**src/rtl/wb_burst_master.sv**
```systemverilog
// Wishbone burst master: turns a single command (address, beat count,
// direction) into an incrementing-burst Wishbone cycle toward the SDRAM
// controller, pulling write beats from a stream and pushing read beats out.
// Every output comes straight from a register.
module wb_burst_master #(
  parameter int APP_AW = 26,
  parameter int dw     = 32,
  parameter int bl     = 9,
  parameter int TMO_W  = 10
) (
  input  logic              wb_clk_i,
  input  logic              wb_rst_i,
  input  logic              cmd_valid,
  output logic              cmd_ready,
  input  logic              cmd_wr,
  input  logic [APP_AW-1:0] cmd_addr,
  input  logic [bl-1:0]     cmd_len,
  input  logic [dw-1:0]     wr_data,
  input  logic [dw/8-1:0]   wr_sel,
  input  logic              wr_valid,
  output logic              wr_ready,
  output logic [dw-1:0]     rd_data,
  output logic              rd_valid,
  output logic              done,
  output logic              err,
  output logic              wb_cyc_o,
  output logic              wb_stb_o,
  output logic              wb_we_o,
  output logic [APP_AW-1:0] wb_addr_o,
  output logic [dw-1:0]     wb_dat_o,
  output logic [dw/8-1:0]   wb_sel_o,
  output logic [2:0]        wb_cti_o,
  input  logic              wb_ack_i,
  input  logic [dw-1:0]     wb_dat_i
);

  localparam int SW = dw / 8;
  localparam logic [APP_AW-1:0] ADDR_ONE  = {{(APP_AW-1){1'b0}}, 1'b1};
  localparam logic [APP_AW-1:0] ADDR_INC  = APP_AW'(SW);
  // Clears the sub-word byte offset of the start address.
  localparam logic [APP_AW-1:0] ADDR_MASK = ~(ADDR_INC - ADDR_ONE);
  localparam logic [bl-1:0]     CNT_ZERO  = {bl{1'b0}};
  localparam logic [bl-1:0]     CNT_ONE   = {{(bl-1){1'b0}}, 1'b1};
  localparam logic [TMO_W-1:0]  TMO_ZERO  = {TMO_W{1'b0}};
  localparam logic [TMO_W-1:0]  TMO_ONE   = {{(TMO_W-1){1'b0}}, 1'b1};
  // Abort when the counter is about to reach all-ones, so stb stays up for
  // exactly 2^TMO_W-1 unacknowledged cycles.
  localparam logic [TMO_W-1:0]  TMO_LAST  = {{(TMO_W-1){1'b1}}, 1'b0};
  localparam logic [SW-1:0]     SEL_ONES  = {SW{1'b1}};
  localparam logic [2:0]        CTI_CLASSIC = 3'b000;
  localparam logic [2:0]        CTI_INCR    = 3'b010;
  localparam logic [2:0]        CTI_EOB     = 3'b111;

  typedef enum logic [2:0] {
    IDLE    = 3'd0,
    WR_LOAD = 3'd1,
    WR_BEAT = 3'd2,
    RD_BEAT = 3'd3,
    FIN     = 3'd4
  } state_t;

  state_t            state_r, state_s;
  logic [APP_AW-1:0] addr_r, addr_s;
  logic [bl-1:0]     cnt_r, cnt_s;
  logic [TMO_W-1:0]  tmo_r, tmo_s;
  logic              cyc_r, cyc_s, stb_r, stb_s, we_r, we_s;
  logic [dw-1:0]     dat_r, dat_s, rd_data_r, rd_data_s;
  logic [SW-1:0]     sel_r, sel_s;
  logic [2:0]        cti_r, cti_s;
  logic              cmd_ready_r, cmd_ready_s, wr_ready_r, wr_ready_s;
  logic              rd_valid_r, rd_valid_s, done_r, done_s, err_r, err_s;

  // Next-state and next-output computation for the command FSM.
  always_comb begin
    state_s    = state_r;
    addr_s     = addr_r;
    cnt_s      = cnt_r;
    tmo_s      = tmo_r;
    cyc_s      = cyc_r;
    stb_s      = stb_r;
    we_s       = we_r;
    dat_s      = dat_r;
    sel_s      = sel_r;
    wr_ready_s = 1'b0;
    rd_data_s  = rd_data_r;
    rd_valid_s = 1'b0;
    err_s      = 1'b0;
    case (state_r)
      IDLE: begin
        if (cmd_valid && cmd_ready_r) begin
          addr_s = cmd_addr & ADDR_MASK;
          cnt_s  = cmd_len;
          tmo_s  = TMO_ZERO;
          if (cmd_len == CNT_ZERO) begin
            state_s = FIN;
          end else if (cmd_wr) begin
            state_s    = WR_LOAD;
            cyc_s      = 1'b1;
            stb_s      = 1'b0;
            we_s       = 1'b1;
            wr_ready_s = 1'b1;
          end else begin
            state_s = RD_BEAT;
            cyc_s   = 1'b1;
            stb_s   = 1'b1;
            we_s    = 1'b0;
            sel_s   = SEL_ONES;
          end
        end else begin
          state_s = IDLE;
        end
      end
      WR_LOAD: begin
        if (wr_valid && wr_ready_r) begin
          dat_s   = wr_data;
          sel_s   = wr_sel;
          stb_s   = 1'b1;
          we_s    = 1'b1;
          tmo_s   = TMO_ZERO;
          state_s = WR_BEAT;
        end else begin
          wr_ready_s = 1'b1;
        end
      end
      WR_BEAT, RD_BEAT: begin
        if (wb_ack_i) begin
          cnt_s  = cnt_r - CNT_ONE;
          addr_s = addr_r + ADDR_INC;
          tmo_s  = TMO_ZERO;
          if (state_r == RD_BEAT) begin
            rd_data_s  = wb_dat_i;
            rd_valid_s = 1'b1;
          end else begin
            rd_valid_s = 1'b0;
          end
          if (cnt_r == CNT_ONE) begin
            cyc_s   = 1'b0;
            stb_s   = 1'b0;
            we_s    = 1'b0;
            state_s = FIN;
          end else if (state_r == WR_BEAT) begin
            stb_s      = 1'b0;
            wr_ready_s = 1'b1;
            state_s    = WR_LOAD;
          end else begin
            state_s = RD_BEAT;
          end
        end else if (tmo_r == TMO_LAST) begin
          cyc_s   = 1'b0;
          stb_s   = 1'b0;
          we_s    = 1'b0;
          err_s   = 1'b1;
          state_s = FIN;
        end else begin
          tmo_s = tmo_r + TMO_ONE;
        end
      end
      FIN: begin
        state_s = IDLE;
      end
      default: begin
        state_s = IDLE;
        cyc_s   = 1'b0;
        stb_s   = 1'b0;
        we_s    = 1'b0;
      end
    endcase
    cmd_ready_s = (state_s == IDLE);
    done_s      = (state_s == FIN);
    if (!cyc_s) begin
      cti_s = CTI_CLASSIC;
    end else if (cnt_s == CNT_ONE) begin
      cti_s = CTI_EOB;
    end else begin
      cti_s = CTI_INCR;
    end
  end

  // State and output registers; reset drops any bus cycle immediately.
  always_ff @(posedge wb_clk_i or posedge wb_rst_i) begin
    if (wb_rst_i) begin
      state_r     <= IDLE;
      addr_r      <= {APP_AW{1'b0}};
      cnt_r       <= CNT_ZERO;
      tmo_r       <= TMO_ZERO;
      cyc_r       <= 1'b0;
      stb_r       <= 1'b0;
      we_r        <= 1'b0;
      dat_r       <= {dw{1'b0}};
      sel_r       <= {SW{1'b0}};
      cti_r       <= CTI_CLASSIC;
      cmd_ready_r <= 1'b0;
      wr_ready_r  <= 1'b0;
      rd_data_r   <= {dw{1'b0}};
      rd_valid_r  <= 1'b0;
      done_r      <= 1'b0;
      err_r       <= 1'b0;
    end else begin
      state_r     <= state_s;
      addr_r      <= addr_s;
      cnt_r       <= cnt_s;
      tmo_r       <= tmo_s;
      cyc_r       <= cyc_s;
      stb_r       <= stb_s;
      we_r        <= we_s;
      dat_r       <= dat_s;
      sel_r       <= sel_s;
      cti_r       <= cti_s;
      cmd_ready_r <= cmd_ready_s;
      wr_ready_r  <= wr_ready_s;
      rd_data_r   <= rd_data_s;
      rd_valid_r  <= rd_valid_s;
      done_r      <= done_s;
      err_r       <= err_s;
    end
  end

  assign cmd_ready = cmd_ready_r;
  assign wr_ready  = wr_ready_r;
  assign rd_data   = rd_data_r;
  assign rd_valid  = rd_valid_r;
  assign done      = done_r;
  assign err       = err_r;
  assign wb_cyc_o  = cyc_r;
  assign wb_stb_o  = stb_r;
  assign wb_we_o   = we_r;
  assign wb_addr_o = addr_r;
  assign wb_dat_o  = dat_r;
  assign wb_sel_o  = sel_r;
  assign wb_cti_o  = cti_r;

endmodule
```
**config.mk**
```make
export PLATFORM = sky130hd
export DESIGN_NAME = wb_burst_master
export DESIGN_NICKNAME = d
export VERILOG_FILES = /design/src/rtl/wb_burst_master.sv
export SDC_FILE = /design/constraint.sdc
export NUM_CORES = 1
export LEC_CHECK = 0
export CAP_MARGIN = 40
export CORE_MARGIN = 2
export CORE_UTILIZATION = 49
export DETAILED_ROUTE_END_ITERATION = 6
export GPL_TIMING_DRIVEN = 1
export PLACE_DENSITY = 0.87
export SYNTH_ARGS = -nofsm -noshare
export SYNTH_HDL_FRONTEND = slang
export SYNTH_SLANG_ARGS = --single-unit
```
**constraint.sdc**
```tcl
create_clock -name wb_clk_i -period 6.75 [get_ports wb_clk_i]
set_input_delay 1.0125 -clock wb_clk_i [delete_from_list [all_inputs] [get_ports wb_clk_i]]
set_output_delay 1.0125 -clock wb_clk_i [all_outputs]
set_load 0.05 [all_outputs]
```
==> run metrics, run 1 <==
dpl cells around 870; Worst-Margin Slew ~0.85 ns; layout cell share with drive strength beyond 1 14.5%; postcts setup bufs 0; DR iter-0 viols 596; Final GP Congestion between 0.8 and 0.9; max-cap violations 0; IR Drop Worst-Case VDD around 430 uV; clock slew at reported path FFs 0.05 ns; Total Wirelength 16.9 mm; Post-Syn Area between 0.005 and 0.006 sq mm; # hold bufs at CTS 0; pin count of the biggest net entering global routing a little under 70; die area roughly 0.013 sq mm; Distinct cells, synth between 60 and 70; area share of the largest cell type after synthesis a little over half; Finished Core Util 74.9%; CP Data Arrival Time between 3 and 4 ns; post-place setup slack between 3 and 4 ns; row count 39; FF-to-FF Start state_r[2]; status complete, no violations; TritonCTS clock tree built; period utilization roughly 44%; vias in the first global route 5,477; Initial Util between 50% and 60%; CP Max Fanout 19; Clock Path Buffers 2; leakage 3.56 nW; Clock Tree Root clkbuf_16; Chip Width approximately 110 um; die height between 100 and 150 um; GRT overflow 0; initial antenna violation count 0; first-pass GRT wire length between 20 and 30 mm; worst hold path type reg2reg; worst-skew pair later-pin latency between 0.4 and 0.5 ns; Filler Cell Count ~800; CTS sink count roughly 120; Design Power approximately 5.0 mW; top post-synthesis cells by area dfrtp_1, mux2_2, a21oi_1; most frequent cells after synthesis dfrtp_1, mux2_2, a21oi_1; RSZ-0062 raised after global routing false; PostCTS Resize Cnt 0; area leader, netlist dfrtp_1; Reg-to-Reg End tmo_r[9]; crit start category input port; core area 0.0116 sq mm; yosys synthesis warning count 0; most frequent cell after synthesis dfrtp_1; Synth async-reset ratio 100%; crit path capture wb_cti_o[0]; design area around 0.0087 sq mm; vias per cell 5.86; crit path time final roughly 3 ns; DRC Markers 0; final hold slack approximately 0.5 ns; Layout Nets around 860; Detailed Place HPWL 11.8 mm; CP required roughly 7 ns; post-synthesis sequential area ratio about 52%; Yosys reg bits around 120; Max-slew headroom between 40% and 50%; TritonRoute pass-1 iters 5; Main synth FF type dfrtp_1; Post-DP Area approximately 0.0081 sq mm; CP startpoint wb_ack_i; Fmax between 0.3 and 0.4 GHz; overall via count from detail_route approximately 5,300; setup violators final 0; Fin. Hold Viols 0; total negative slack 0 ns; Setup CP Type in2reg; Wirelength per Cell 18.8 um; antenna diode count 0; Post-Layout Cell Count roughly 900; area delta synth->final 47.5%; Synth Instances between 500 and 600; FF-to-FF path depth 6; cts bufs inserted 17; reg2reg setup slack ~4.1 ns; skew final 0.00693 ns; Mean Syn Cell Area about 11 sq um; GRT Util Overall approximately a quarter; IO Count between 200 and 250; number of flops mapped to enable cells by yosys 0; Final WS setup about 3.8 ns; Max Transition Viols Final 0; CTS H-tree depth 4; Antenna Nets Post-Route 0; Port Buffers between 200 and 250; power per cell area ~570 mW/mm^2; Worst setup EP type flip-flop
[cells in the final DEF (no fill, tap or decap), drive strengths merged, types with 5 or more instances in the layout]
master / synthesis / final
clkdlybuf4s50: 0 / 209
dfrtp: 123 / 123
mux2: 65 / 65
a21oi: 46 / 46
nand2: 40 / 40
nor2: 36 / 36
o21ai: 26 / 26
clkbuf: 20 / 24
nand3: 20 / 20
nand4: 15 / 15
inv: 11 / 11
o22ai: 10 / 10
buf: 14 / 7
xor2: 6 / 6
nor4: 6 / 6
nor3: 5 / 5
and3: 5 / 5
or3: 5 / 5
or4: 5 / 5
o22a: 5 / 5
o31ai: 5 / 5
ha: 5 / 5
[critical path: stages]
cell             delay [ns]
clkdlybuf4s50_1        0.68
nand2_1                0.19
a21o_1                 0.42
a22oi_1                0.29
or4b_1                 0.50
nor4_2                 0.22
[state kept, by name, summed over array words and instances, names as in the netlist, 2 cells and up]
signal and cells:
wb_sel_o 4, wb_addr_o 24, wb_dat_o 32, rd_data 32, state_r 3, tmo_r 10, wb_cti_o 2, cnt_r 9
[logic make-up after synthesis]
logic type / synth area share [%]
and+or+nand+nor: 15.3
AOI/OAI and AO/OA: 14.1
DFF: 52.4
muxes: 12.6
buffers and inverters: 3.58
xor gates and xnor gates: 0.894
adders and majority gates: 1.06
other: 0.0638
[final cells by class]
type / count / area [sq um] / area share [%]
flip-flops and latches: 123 / 3080 / 35.5
multi-input cells: 372 / 2600 / 30.1
repair buffers: 216 / 2180 / 25.2
clock buffers: 24 / 462 / 5.33
well taps: 143 / 179 / 2.06
clock inverters: 8 / 118 / 1.36
inverters: 11 / 43.8 / 0.505
[worst min-delay path by stage]
| stage | from | to | slack [ns] | cells after the start |
|---|---|---|---|---|
| CTS | wb_dat_o[26] | wb_dat_o[26] | 0.51 | 1 |
| floorplan | tmo_r[1] | tmo_r[1] | 0.51 | 2 |
| detailed placement | rd_data[23] | rd_data[23] | 0.49 | 1 |
| global placement | rd_data[11] | rd_data[11] | 0.49 | 1 |
| global route | wb_dat_o[26] | wb_dat_o[26] | 0.51 | 1 |
| finish | wb_dat_o[16] | wb_dat_o[16] | 0.50 | 1 |
[power by group]
group | internal, mW | total [mW] | switching [mW]
clock network | 0.587 | 0.902 | 0.315
logic | 0.970 | 2.68 | 1.71
registers | 1.07 | 1.38 | 0.311
total | 2.62 | 4.95 | 2.33
[routing by layer]
layer / track usage (%) / vias up / wire length (um)
met3: 9.03 / 37 / 1680
met1: 31.9 / 2520 / 6430
li1: - / 2412 / -
met2: 43.8 / 290 / 8330
met5: 0 / - / 0
met4: 12.0 / 0 / 439
(Power assumes the default switching activity.)
==> run 2, diff against run 1 <==
--- a/config.mk
+++ b/config.mk
@@ -7,10 +7,10 @@
 export LEC_CHECK = 0
 export CAP_MARGIN = 40
 export CORE_MARGIN = 2
-export CORE_UTILIZATION = 49
+export CORE_UTILIZATION = 45
 export DETAILED_ROUTE_END_ITERATION = 6
 export GPL_TIMING_DRIVEN = 1
-export PLACE_DENSITY = 0.87
+export PLACE_DENSITY = 0.81
 export SYNTH_ARGS = -nofsm -noshare
 export SYNTH_HDL_FRONTEND = slang
 export SYNTH_SLANG_ARGS = --single-unit
==> constraint.sdc (replaced) <==
create_clock -name wb_clk_i -period 2.8 [get_ports wb_clk_i]
set_input_delay 0.42 -clock wb_clk_i [delete_from_list [all_inputs] [get_ports wb_clk_i]]
set_output_delay 0.42 -clock wb_clk_i [all_outputs]
set_load 0.05 [all_outputs]
==> run metrics, run 2 (synthesis results as in run 1) <==
Fmax approximately 0.42 GHz; FF-to-FF path depth 6 (unchanged); reg2reg setup slack 0.44 ns (-3.66 ns); setup violators final 0 (unchanged); Final GP Congestion 0.925 (+6.2%); Cell Chain, Critical Path a2111oi_0 -> buf_1 -> a311oi_4 -> nand2_1 -> or4_1 -> a21oi_1; Antenna Nets Post-Route 0 (unchanged); FF-to-FF Start state_r[1]; most common cell after layout, fill and taps aside clkdlybuf4s50_1; crit-path leading delay family compound AO/OA/AOI/OAI gates; die area 0.0140 sq mm (+8.6%); Max-slew headroom 55.4% (+12 points); leakage 3.62 nW (+1.5%); overall via count from detail_route 5,244 (-0.29%); CP Max Fanout 16 (-3); crit-path max cell delay 0.66 ns (-0.02 ns); Port Buffers 209 (unchanged); final hold slack 0.415 ns (-0.0869 ns); GRT Util Overall 25.2% (-1.4 points); area delta synth->final 49.9%; Wirelength per Cell 18.3 um (-2.7%); Fin. Hold Viols 0 (unchanged); Initial Util 46.4% (-4.4 points); first-pass GRT wire length 28.1 mm (+4.0%); commonest cells after routing, fill and taps aside clkdlybuf4s50_1, dfrtp_1, mux2_2, a21oi_1, nand2_1; slowest stage cell, crit path dfrtp_1; TritonRoute pass-1 iters 5 (unchanged); CP required 3.13 ns (-3.94 ns); row count 41 (+5.1%); Worst setup EP type flip-flop; IO Count 214 (unchanged); Worst-Margin Slew 0.661 ns (-0.188 ns); Clock Path Buffers 2 (unchanged); crit path time final between 2 and 2.5 ns; RSZ-0062 raised after global routing false; layout cell share with drive strength beyond 1 16.1% (+1.7 points); period utilization around 84%; Finished Core Util 69.5% (-5.4 points); Clock Tree Root clkbuf_16; Max Transition Viols Final 0 (unchanged); worst-skew pair later-pin latency 0.41 ns (about the same); pin count of the biggest net entering global routing 65 (-5.8%); GRT overflow 0 (unchanged); antenna diode count 0 (unchanged); CP startpoint state_r[1]; TritonCTS clock tree built; CTS H-tree depth 4 (unchanged); crit start category flip-flop; postcts setup bufs 0 (unchanged); Reg-to-Reg End tmo_r[9]; skew final 0.00501 ns (-0.00192 ns); die height 118 um (+4.2%); worst hold path type in2async; vias in the first global route 5,600 (+2.2%); PostCTS Resize Cnt 0 (unchanged); Chip Width 118 um (+4.2%); status complete, no violations; Detailed Place HPWL 12.2 mm (+3.6%); power per cell area 1370 mW/mm^2 (+140%); Setup CP Type reg2reg; initial antenna violation count 0 (unchanged); CTS sink count 123 (unchanged); cts bufs inserted 17 (unchanged); total negative slack 0 ns (unchanged); IR Drop Worst-Case VDD 951 uV (+120%); Filler Cell Count 933 (+17%); core area 0.0127 sq mm (+9.6%); vias per cell 5.61 (-4.2%); DR iter-0 viols 470 (-21%); clock slew at reported path FFs 0.06 ns (about the same); # hold bufs at CTS 0 (unchanged); WP buf/inv 1 (unchanged); DRC Markers 0 (unchanged); crit path capture tmo_r[9]; CP Data Arrival Time 2.69 ns (-0.62 ns); max-cap violations 0 (unchanged); Total Wirelength 17.1 mm (+1.3%); Layout Nets 863 (+0.94%); Worst path depth 6 (unchanged)
-- run 2: changes by cell type in the layout (fill, tap and decap cells not counted), sizes merged --
cell      delta
buf          +8
clkbuf       -4
clkinvlp     +3
inv          +1
-- run 2: how the worst min path moves through the flow --
stage	startpoint	to	slack [ns]	cells after the start
6_report	wb_rst_i	rd_data[20]	0.41	2
5_1_grt	wb_rst_i	rd_data[20]	0.46	2
4_1_cts	wb_rst_i	rd_data[20]	0.42	2
3_5_place_dp	rd_data[1]	rd_data[1]	0.49	1
3_3_place_gp	rd_data[0]	rd_data[0]	0.49	1
2_1_floorplan	tmo_r[1]	tmo_r[1]	0.51	2
-- run 2: layout make-up --
type | count | area [sq um] | share of cell area (%)
Timing Repair Buffer | 224 | 2240 | 25.4
Clock buffer | 20 | 467 | 5.30
Multi-Input combinational cell | 372 | 2600 | 29.6
Sequential cell | 123 | 3080 | 34.9
Tap cell | 172 | 215 | 2.44
Clock inverter | 12 | 161 | 1.83
Inverter | 11 | 45.0 | 0.511
-- run 2: worst register-to-register path: cells and delay by family, from the launching register on --
family          cells  cell delay [ns]
flops               1             0.66
buf+inv             1             0.17
simple gates        2             0.71
compound gates      3             0.73
-- run 2: power by group --
| group | switching, mW | internal [mW] | total [mW] |
|---|---|---|---|
| combinational | 4.10 | 2.35 | 6.45 |
| clock | 0.814 | 1.48 | 2.29 |
| sequential | 0.716 | 2.57 | 3.29 |
-- run 2: through the flow --
| step | total power, mW | instances | area, sq um | setup slack (ns) |
|---|---|---|---|---|
| after CTS | 12.1 | 934 | 8810 | 0.464 |
| after detailed placement | 9.73 | 902 | 8180 | 0.115 |
| after floorplan | 7.51 | 540 | 5880 | 0.568 |
| after global placement | 9.56 | 901 | 8180 | 0.181 |
| after global routing | 12.6 | 934 | 8810 | 0.289 |
| final | 12.0 | 934 | 8810 | 0.439 |
-- run 2: routing by layer --
| layer | GRT usage, % | routed length [um] |
|---|---|---|
| met2 | 42.0 | 8560 |
| met3 | 9.51 | 1460 |
| met5 | 0 | 0 |
| met4 | 10.0 | 407 |
| met1 | 29.4 | 6660 |
==> run 3, diff against run 2 <==
--- a/config.mk
+++ b/config.mk
@@ -7,10 +7,10 @@
 export LEC_CHECK = 0
 export CAP_MARGIN = 40
 export CORE_MARGIN = 2
-export CORE_UTILIZATION = 45
+export CORE_UTILIZATION = 41
 export DETAILED_ROUTE_END_ITERATION = 6
 export GPL_TIMING_DRIVEN = 1
-export PLACE_DENSITY = 0.81
+export PLACE_DENSITY = 0.77
 export SYNTH_ARGS = -nofsm -noshare
 export SYNTH_HDL_FRONTEND = slang
 export SYNTH_SLANG_ARGS = --single-unit
==> constraint.sdc (replaced) <==
create_clock -name wb_clk_i -period 2.1 [get_ports wb_clk_i]
set_input_delay 0.315 -clock wb_clk_i [delete_from_list [all_inputs] [get_ports wb_clk_i]]
set_output_delay 0.315 -clock wb_clk_i [all_outputs]
set_load 0.05 [all_outputs]
==> run metrics, run 3 (synthesis results as in run 1) <==
status complete, no violations; first-pass GRT wire length 27.7 mm (-1.7%); skew final 0.00492 ns (-0.0000896 ns); leakage 3.90 nW (+7.8%); FF-to-FF path depth 6 (unchanged); Gate power share 55.9% (+2.3 points); crit-path max cell delay 0.55 ns (-0.11 ns); Design Power 16.8 mW (+39%); Worst path depth 6 (unchanged); setup violators final 0 (unchanged); max-cap violations 0 (unchanged); Final WS setup 0.0496 ns (-0.389 ns); die height 124 um (+4.6%); IR Drop Worst-Case VDD 1410 uV (+48%); initial antenna violation count 0 (unchanged); Chip Width 124 um (+4.6%); FF-to-FF Start cnt_r[3]; CTS sink count 123 (unchanged); Switch Pwr 7.71 mW (+37%); die area 0.0153 sq mm (+9.4%); Worst-Margin Slew 0.589 ns (-0.0721 ns); CP Data Arrival Time 2.37 ns (-0.32 ns); RSZ-0062 raised after global routing true; row count 43 (+4.9%); Finished Core Util 66.8% (-2.7 points); vias in the first global route 5,629 (+0.52%); CP Max Fanout 3 (-13); Post-DP Area 0.00855 sq mm (+4.5%); Setup CP Type reg2reg; commonest cells after routing, fill and taps aside clkdlybuf4s50_1, dfrtp_1, mux2_2, buf_4, a21oi_1; Worst setup EP type flip-flop; worst-skew pair later-pin latency 0.41 ns (about the same); antenna diode count 0 (unchanged); cts bufs inserted 17 (unchanged); post-place setup slack -0.409 ns (-0.523 ns); CTS H-tree depth 4 (unchanged); Cell Chain, Critical Path or4_4 -> o311a_1 -> a211oi_2 -> buf_4 -> o2111ai_2 -> nor4_2; crit-path leading delay family simple AND/OR/NAND/NOR gates; core area 0.0139 sq mm (+10%); DR iter-0 viols 329 (-30%); GRT Util Overall 23.4% (-1.8 points); Fmax 0.488 GHz (+15%); Antenna Nets Post-Route 0 (unchanged); crit start category flip-flop; period utilization 97.6% (+13 points); P_int 9.05 mW (+41%); Clock Path Buffers 2 (unchanged); area delta synth->final 58.4%; Reg-to-Reg End wb_cti_o[0]; Fin. Hold Viols 0 (unchanged); # hold bufs at CTS 0 (unchanged); TritonRoute pass-1 iters 6 (+1); GRT overflow 0 (unchanged); DRC Markers 0 (unchanged); final hold slack 0.388 ns (-0.0271 ns); Layout Nets 910 (+5.4%); Initial Util 42.2% (-4.2 points); Max Transition Viols Final 0 (unchanged); crit path time final 2.05 ns (-0.311 ns); Max-slew headroom 60.3% (+4.9 points); vias per cell 5.51 (-1.8%); pin count of the biggest net entering global routing 81 (+25%); WP buf/inv 1 (unchanged); IO Count 214 (unchanged); power per cell area 1800 mW/mm^2 (+32%); Sw Ratio 46.0% (-0.79 points); clock slew at reported path FFs 0.06 ns (about the same); Wirelength per Cell 18.0 um (-1.7%); Detailed Place HPWL 12.8 mm (+5.4%); Port Buffers 209 (unchanged); worst hold path type in2async; TritonCTS clock tree built; overall via count from detail_route 5,453 (+4.0%); Clk pwr share 18.3% (-0.7 points); Total Wirelength 17.8 mm (+4.1%); CP required 2.42 ns (-0.71 ns); design area 0.00931 sq mm (+5.7%); layout cell share with drive strength beyond 1 23.9% (+7.7 points); Final GP Congestion 0.924 (about the same); register share of total power 25.8% (-1.5 points); most common cell after layout, fill and taps aside clkdlybuf4s50_1; reg2reg setup slack 0.05 ns (-0.39 ns); slowest stage cell, crit path or4_4; Clock Tree Root clkbuf_16
run 3: changes by cell type in the layout (fill, tap and decap cells not counted), sizes merged:
cell,change
buf,+47
clkdlybuf4s50,-4
dlymetal6s2s,+4
clkinv,-1
inv,+1
run 3: tightest hold or removal path, cell delays in order:
cell and delay [ns]:
clkdlybuf4s50_1 0.44, clkinvlp_4 0.10, buf_12 0.35
run 3: power groups by stage:
stage	Clock (mW)	Combinational (mW)	Sequential (mW)
floorplan	0	2.65	7.39
CTS	3.13	9.19	4.31
finish	3.07	9.37	4.32
detailed placement	0	9.14	4.33
global placement	0	8.99	4.26
global route	3.25	9.86	4.47
run 3: metrics by stage:
stage               TNS [ns]  std cells
global route         -0.0265        989
finish                     0        989
floorplan                  0        540
global placement       -4.05        950
CTS                        0        982
detailed placement     -4.78        950
run 3: how the worst max path moves through the flow:
stage,start,end,slack (ns)
3_3_place_gp,cmd_valid,tmo_r[9],-0.37
3_5_place_dp,cmd_valid,tmo_r[9],-0.41
2_1_floorplan,wb_addr_o[6],wb_addr_o[20],0.01
4_1_cts,cnt_r[3],wb_cti_o[0],0.005
6_report,cnt_r[3],wb_cti_o[0],0.05
5_1_grt,cnt_r[3],wb_cti_o[0],-0.03
run 3: final cells by class:
cell class | count | area, sq um
flip-flops and latches | 123 | 3090
well taps | 180 | 225
inverters | 11 | 45.0
clock buffers | 20 | 467
fillers | 1022 | 4630
repair buffers | 271 | 2640
clock inverters | 12 | 161
multi-input cells | 372 | 2680
run 3: layer usage:
metal / vias to the layer above / GRT usage, % / wire, um / part of all wire, %
met5: - / 0 / 0 / 0
met3: 38 / 9.29 / 1710 / 9.6
met1: 2649 / 27.1 / 6910 / 39
li1: 2513 / - / - / -
met2: 253 / 38.4 / 8760 / 49
met4: 0 / 10.4 / 405 / 2.3
run 3: repair_timing:
action | in CTS | in global routing
endpoints found under the setup margin | 0 | 54
hold endpoints to repair | 0 | 0
setup buffers | 0 | 7
resized for setup | 0 | 21
